`src/rtl/ser_pkg.sv`:
```
// Shared definitions for the parallel-to-serial converter: the FSM state type
// and the default word width.
package ser_pkg;

  localparam int SER_DEFAULT_WIDTH = 8;

  typedef enum logic [1:0] {
    IDLE  = 2'd0,
    SHIFT = 2'd1,
    DONE  = 2'd2
  } ser_state_e;

endpackage

```
`src/rtl/ser_shift_reg.sv`:
```
// Loadable shift register whose head bit is either the MSB or the LSB.
// Vacated positions fill with zero.
module ser_shift_reg
  import ser_pkg::*;
#(
  parameter int WIDTH     = SER_DEFAULT_WIDTH,
  parameter bit MSB_FIRST = 1'b1
) (
  input  logic             clk,
  input  logic             rst_n,
  input  logic             load,
  input  logic             shift,
  input  logic [WIDTH-1:0] din,
  output logic             head
);

  logic [WIDTH-1:0] sr_q, sr_d;

  // NOTE: every variable assigned in always_comb gets a default first, so no
  // path leaves it unassigned and no latch is inferred.
  always_comb begin
    sr_d = sr_q;
    if (load) begin
      sr_d = din;
    end else if (shift) begin
      sr_d = MSB_FIRST ? {sr_q[WIDTH-2:0], 1'b0} : {1'b0, sr_q[WIDTH-1:1]};
    end
  end

  // NOTE: state flops use non-blocking assignments and reset asynchronously,
  // so the register clears the moment rst_n falls, not at the next edge.
  always_ff @(posedge clk or negedge rst_n) begin
    if (!rst_n) begin
      sr_q <= '0;
    end else begin
      sr_q <= sr_d;
    end
  end

  assign head = MSB_FIRST ? sr_q[WIDTH-1] : sr_q[0];

endmodule

```
`src/rtl/byte_serializer.sv`:
```
// Parallel-to-serial converter: accepts a word in IDLE, streams it one bit per
// downstream handshake, then pulses done for one cycle before reloading.
module byte_serializer
  import ser_pkg::*;
#(
  parameter int WIDTH     = SER_DEFAULT_WIDTH,
  parameter bit MSB_FIRST = 1'b1
) (
  input  logic             clk,
  input  logic             rst_n,
  input  logic [WIDTH-1:0] din,
  input  logic             load_valid,
  output logic             load_ready,
  output logic             sout,
  output logic             sout_valid,
  input  logic             sout_ready,
  output logic             busy,
  output logic             done
);

  localparam int                CNT_W    = $clog2(WIDTH);
  localparam logic [CNT_W-1:0] LAST_IDX = CNT_W'(WIDTH - 1);

  ser_state_e       state_q, state_d;
  logic [CNT_W-1:0] cnt_q, cnt_d;
  logic             load;
  logic             shift;
  logic             head;

  ser_shift_reg #(
    .WIDTH     (WIDTH),
    .MSB_FIRST (MSB_FIRST)
  ) u_shift_reg (
    .clk   (clk),
    .rst_n (rst_n),
    .load  (load),
    .shift (shift),
    .din   (din),
    .head  (head)
  );

  always_comb begin
    state_d = state_q;
    cnt_d   = cnt_q;
    load    = 1'b0;
    shift   = 1'b0;
    unique case (state_q)
      IDLE: begin
        if (load_valid) begin
          load    = 1'b1;
          cnt_d   = '0;
          state_d = SHIFT;
        end
      end
      SHIFT: begin
        // The counter parks on the last index rather than wrapping.
        if (sout_ready) begin
          shift = 1'b1;
          if (cnt_q == LAST_IDX) begin
            state_d = DONE;
          end else begin
            cnt_d = cnt_q + 1'b1;
          end
        end
      end
      DONE:    state_d = IDLE;
      default: state_d = IDLE;
    endcase
  end

  always_ff @(posedge clk or negedge rst_n) begin
    if (!rst_n) begin
      state_q <= IDLE;
      cnt_q   <= '0;
    end else begin
      state_q <= state_d;
      cnt_q   <= cnt_d;
    end
  end

  // Every output decodes registered state only; the async reset reaches them
  // without waiting for a clock edge.
  assign load_ready = (state_q == IDLE);
  assign sout_valid = (state_q == SHIFT);
  assign busy       = (state_q != IDLE);
  assign done       = (state_q == DONE);
  assign sout       = sout_valid & head;

endmodule

```
`config.mk`:
```
export PLATFORM = sky130hd
export DESIGN_NAME = byte_serializer
export DESIGN_NICKNAME = d
export VERILOG_FILES = /design/src/rtl/ser_pkg.sv /design/src/rtl/ser_shift_reg.sv /design/src/rtl/byte_serializer.sv
export SDC_FILE = /design/constraint.sdc
export NUM_CORES = 1
export LEC_CHECK = 0
export ABC_AREA = 1
export BUFFER_PORTS_ARGS = -buffer_cell sky130_fd_sc_hd__buf_2
export CORE_ASPECT_RATIO = 1.25
export CORE_MARGIN = 3
export CORE_UTILIZATION = 41
export DETAILED_ROUTE_END_ITERATION = 16
export HOLD_SLACK_MARGIN = 0.05
export SKIP_LAST_GASP = 1
export SLEW_MARGIN = 10
export SYNTH_ARGS = -nofsm -noshare
export SYNTH_HDL_FRONTEND = slang
export SYNTH_HIERARCHICAL = 1
export SYNTH_SLANG_ARGS = --single-unit
```
`constraint.sdc`:
```
create_clock -name clk -period 1.7 [get_ports clk]
set_clock_uncertainty 0.05 [all_clocks]
set_input_delay 0.17 -clock clk [delete_from_list [all_inputs] [get_ports clk]]
set_output_delay 0.17 -clock clk [all_outputs]
set_load 0.01 [all_outputs]
```
# After elaboration in Yosys (flattened, before gate mapping)
# Cells that the tools add are included.
[classes]
n_addsub = 1
eq_ne = 7
n_mux = 14
bitwise_logic = 1
reduce_logical = 6
[op_table]
columns = ["op", "n"]
rows = [
  ["two-way mux 8 bit", 2],
  ["two-way mux 3 bit", 3],
  ["two-way mux 2 bit", 3],
  ["one-hot mux 3 bit (2 select lines)", 1],
  ["nonzero test 2 bit", 3],
  ["two-way mux 1 bit", 4],
  ["inequality test 2 x 1 -> 1 bit, second input constant", 2],
  ["inequality test 2 bit, second input constant", 2],
  ["one-hot mux 2 bit (2 select lines)", 1],
  ["AND reduction 4 bit", 1],
  ["adder 3 x 1 -> 3 bit, second input constant", 1],
  ["equality test 3 bit, second input constant", 1],
  ["AND reduction 3 bit", 1],
  ["equality test 2 x 1 -> 1 bit, second input constant", 1],
  ["equality test 2 bit, second input constant", 1],
  ["zero test 2 bit", 1],
  ["bitwise AND 1 bit", 1],
]
[totals]
reg_bits = 13
in_bits = 12
output_inout_bits = 5
wordCells = 32

# Logic depth before layout (Yosys ltp)
[depth]
depth_word = 4
depth_mapped = 7
mapped_depth_nobuf = 6

# Modules after synthesis
# Netlist, hierarchy kept.
[by_module_without_submodules]
columns = ["module", "instances", "cells_each", "area_each_um2", "seq_area_each_um2"]
rows = [
  ["ser_shift_reg", 1, 43, 376.6, 200.2],
  ["byte_serializer", 1, 41, 302.8, 125.1],
]

# Least setup slack after synthesis
# No wires, ideal clock.
[synth_path]
path_type = "flip-flop to flip-flop"
from = "register cnt_q[0]"
to = "register cnt_q[0]"
setup_time_ns = 0.119
arrival_time_ns = 1.254
required_ns = 1.531
slack_ns = 0.277
stages_incl_launch_ff = 7
n_path_buf = 0
period_less_slack_ns = 1.423
path_cell_list = "dfrtp_1 ha_1 ha_1 a21oi_1 nand3_2 nand2_1 nand2_1"
[synth_via]
elab_chain_len = 4
elab_cells_between_ends = 7
cone_classes = "add/sub (1); eq/ne (2); mux (3); reduce/logical (1)"
[synth_rtl]
columns = ["element", "line", "source"]
rows = [
  ["from (decl)", "byte_serializer.sv:25", "logic [CNT_W-1:0] cnt_q, cnt_d;"],
  ["from (signal assigned)", "byte_serializer.sv:77", "cnt_q <= cnt_d;"],
  ["adder 3 x 1 -> 3 bit", "byte_serializer.sv:62", "cnt_d = cnt_q + 1'b1;"],
  ["two-way mux 3 bit", "byte_serializer.sv:59", "if (cnt_q == LAST_IDX) begin"],
  ["two-way mux 3 bit", "byte_serializer.sv:57", "if (sout_ready) begin"],
  ["one-hot mux 3 bit (2 select lines)", "byte_serializer.sv:47", "unique case (state_q)"],
]
# Parallel ways exist; a longest one is shown, timed or not. The select of a mux whose other input is x is not followed.
# A chain may end at the register's enable or synchronous reset.

# Worst setup path after layout
[layout_path]
from = "register cnt_q[0]"
to = "register cnt_q[1]"
# The elaborated chain is that of the path after synthesis.

==> flow_metrics.py <==
metrics = {
    "detailed_routing": {
        "routed_via_density": 4.88,
        "first_iter_violations": 11,
        "wl_per_cell_um": 10.9,
        "wl_um": 1410,
        "drtPass1Iterations": 4,
        "vias": 630,
        "antenna_left": 0,
        "drcViolationCount": 0,
    },
    "die": {
        "fp.dieW_um": 42.4,
        "ios": 17,
        "start_util": 0.464,
        "dieHeight_um": 51.5,
        "core_area_mm2": 0.00146,
        "rows": 15,
        "die_area_mm2": 0.00218,
    },
    "cts": {
        "clock_path_buffers": 2,
        "cts_resized": 0,
        "cts_buffers": 3,
        "path_clk_slew_ps": 90,
        "post_cts_buffers": 0,
        "clock-sinks": 13,
        "clock-root-buffer": "clkbuf_4",
        "clock_insertion_delay_worst_skew_ps": 280,
        "cts_tree": "done",
        "htreeDepth": 1,
        "postCtsHoldBufs": 8,
    },
    "timing": {
        "rsz0062_at_grt": "false",
        "fmax_ghz": 0.631,
        "relSlewSlack": 0.775,
        "finalSetupTns_ps": 0,
        "fin_crit_sh": 0.932,
        "slew_viol_final": 0,
        "setup_viol": 0,
        "hold_violations": 0,
        "fin_worst_hold_slack_ps": 62.6,
        "period_needed_ps": 1580,
        "worst_slew_pin_slew_ps": 337,
    },
    "setup_path": {
        "critPathLaunchType": "register",
        "path_buf_inv": 0,
        "path_cells": "ha_1, ha_1, a21oi_1, nand3_2, nand2_1, nand2_1",
        "critPathArrivalTime_ps": 1720,
        "cp_max_fo": 4,
        "worst-setup-path-type": "register to register",
        "cp_top_family": "adder cells",
        "crit_required_ps": 1830,
        "cpPeakStageDelay_ps": 410,
        "critPathLaunch": "cnt_q[0]$_DFFE_PN0P_",
        "crit_slowest_cell": "dfrtp_1",
        "timing.rr.start": "cnt_q[0]$_DFFE_PN0P_",
        "cp-end-kind": "register",
    },
    "global_routing": {
        "grtUsageMet2": 0.254,
        "overflow": 0,
        "grt_max_degree": 14,
        "grt_pass1_wl_um": 2590,
        "grt_pass1_vias": 634,
        "use_met3": 0.0623,
        "grt-busiest-layer": "met2",
        "antenna_found_initial": 0,
        "grt_usage": 0.159,
        "use_met1": 0.183,
    },
    "synth": {
        "syn_area_um2": 679,
        "synth-xor-area-share": 0,
        "muxShareOfSynthArea": 0,
        "synth-simple-area-share": 0.387,
        "synth_top_family_by_area": "simple AND/OR/NAND/NOR gates",
        "yosysWarnings": 6,
        "synth_compound_gate_area_share": 0.0147,
        "synthAdderAreaFrac": 0.0368,
        "synth.yosys.seq_area_share": 0.479,
        "netlist_instances": 84,
        "yosysUniqueCellTypes": 16,
        "syn_area_per_cell_um2": 8.09,
        "synth_seq_cells": 13,
        "syn-num-nets": 98,
    },
    "finish": {
        "nets": 127,
        "area_growth_pct": 30.2,
        "drive_gt1_frac": 0.250,
        "num_antenna_cells": 0,
    },
    "power_and_ir_drop": {
        "power.leakage_nw": 0.480,
        "vdd_drop_max_v": 0.000680,
        "powerDensity_mw_per_mm2": 1470,
    },
    "status": {
        "status": "finished, final reports clean",
    },
    "placed_design": {
        "portBuffers": 16,
        "place_congestion": 0.828,
        "place_hpwl_um": 997,
    },
    "run": {
        "maxCapViolCount": 0,
    },
    "hold_path": {
        "holdCritStartpoint": "din[7]",
        "hold_class": "primary input to register",
    },
}
-- cell usage in the layout (no fill, tap or decap), drive strengths merged --
cell / instances
nand3: 16
buf: 18
nand2: 25
or2: 1
nor2: 9
dlygate4sd3: 8
a21oi: 2
nand4: 4
clkbuf: 3
clkinv: 2
ha: 2
inv: 9
dfrtp: 13
-- area by class of cell --
class	count	area (µm²)
clock buffer	3	22.5
sequential	13	325
tap	17	21.3
inverter	10	37.5
fill	144	579
multi-input combinational	59	298
clock inverter	1	5.00
timing repair buffer	26	175
-- cell families after synthesis --
group | count (synthesis)
simple gates | 55
buf+inv | 12
fa+ha+maj | 2
compound gates | 2
flops | 13
-- layer usage --
| metal | share of wire | up-vias |
|---|---|---|
| met3 | 0.068 | 6 |
| met2 | 0.45 | 22 |
| met4 | 0.026 | 0 |
| li1 | - | 327 |
| met1 | 0.46 | 275 |
| met5 | 0 | - |
-- final timing paths --
path | end | slack, ps | cells after the start
setup / recovery | cnt_q[1]$_DFFE_PN0P_ | 120 | 6
setup reg to reg | cnt_q[1]$_DFFE_PN0P_ | 120 | 6
hold reg to reg | u_shift_reg/sr_q[0]$_DFFE_PN0P_ | 430 | 2
min in group asynchronous | cnt_q[2]$_DFFE_PN0P_ | 240 | 2
max in group asynchronous | u_shift_reg/sr_q[1]$_DFFE_PN0P_ | 1140 | 2
hold / removal | u_shift_reg/sr_q[7]$_DFFE_PN0P_ | 60 | 3
-- per-stage QoR --
step	util	instance area [µm²]	worst slack, ps	power [mW]	std cells
after floorplan	-	679	277	0.935	84
after global placement	0.531	777	204	1.08	117
after detailed placement	0.531	777	158	1.09	117
after CTS	0.604	885	125	1.31	129
after global routing	0.604	885	39.3	1.43	129
final	0.604	885	116	1.30	129
-- power breakdown --
group | leakage (nW) | internal (mW) | switching, mW
Sequential | 0.166 | 0.430 | 0.0780
Clock | 0.0177 | 0.0875 | 0.118
Combinational | 0.296 | 0.240 | 0.348
-- cells in the mapped netlist, drive strengths merged --
cell type  count  share of area
a21oi          2          0.015
buf            2          0.028
clkinv         1         0.0055
dfrtp         13           0.48
ha             2          0.037
inv            9          0.050
nand2         25           0.14
nand3         16           0.13
nand4          4          0.037
nor2           9          0.077
or2            1         0.0092
-- flip-flops by register name, summed over array words and instances (netlist names) --
signal            cells
u_shift_reg/sr_q      8
cnt_q                 3
state_q               2
-- worst min-delay path, stage by stage --
cell	delay, ps
buf_2	80
nand2_1	50
nand3_1	70
Power figures use the tool's default switching activity.
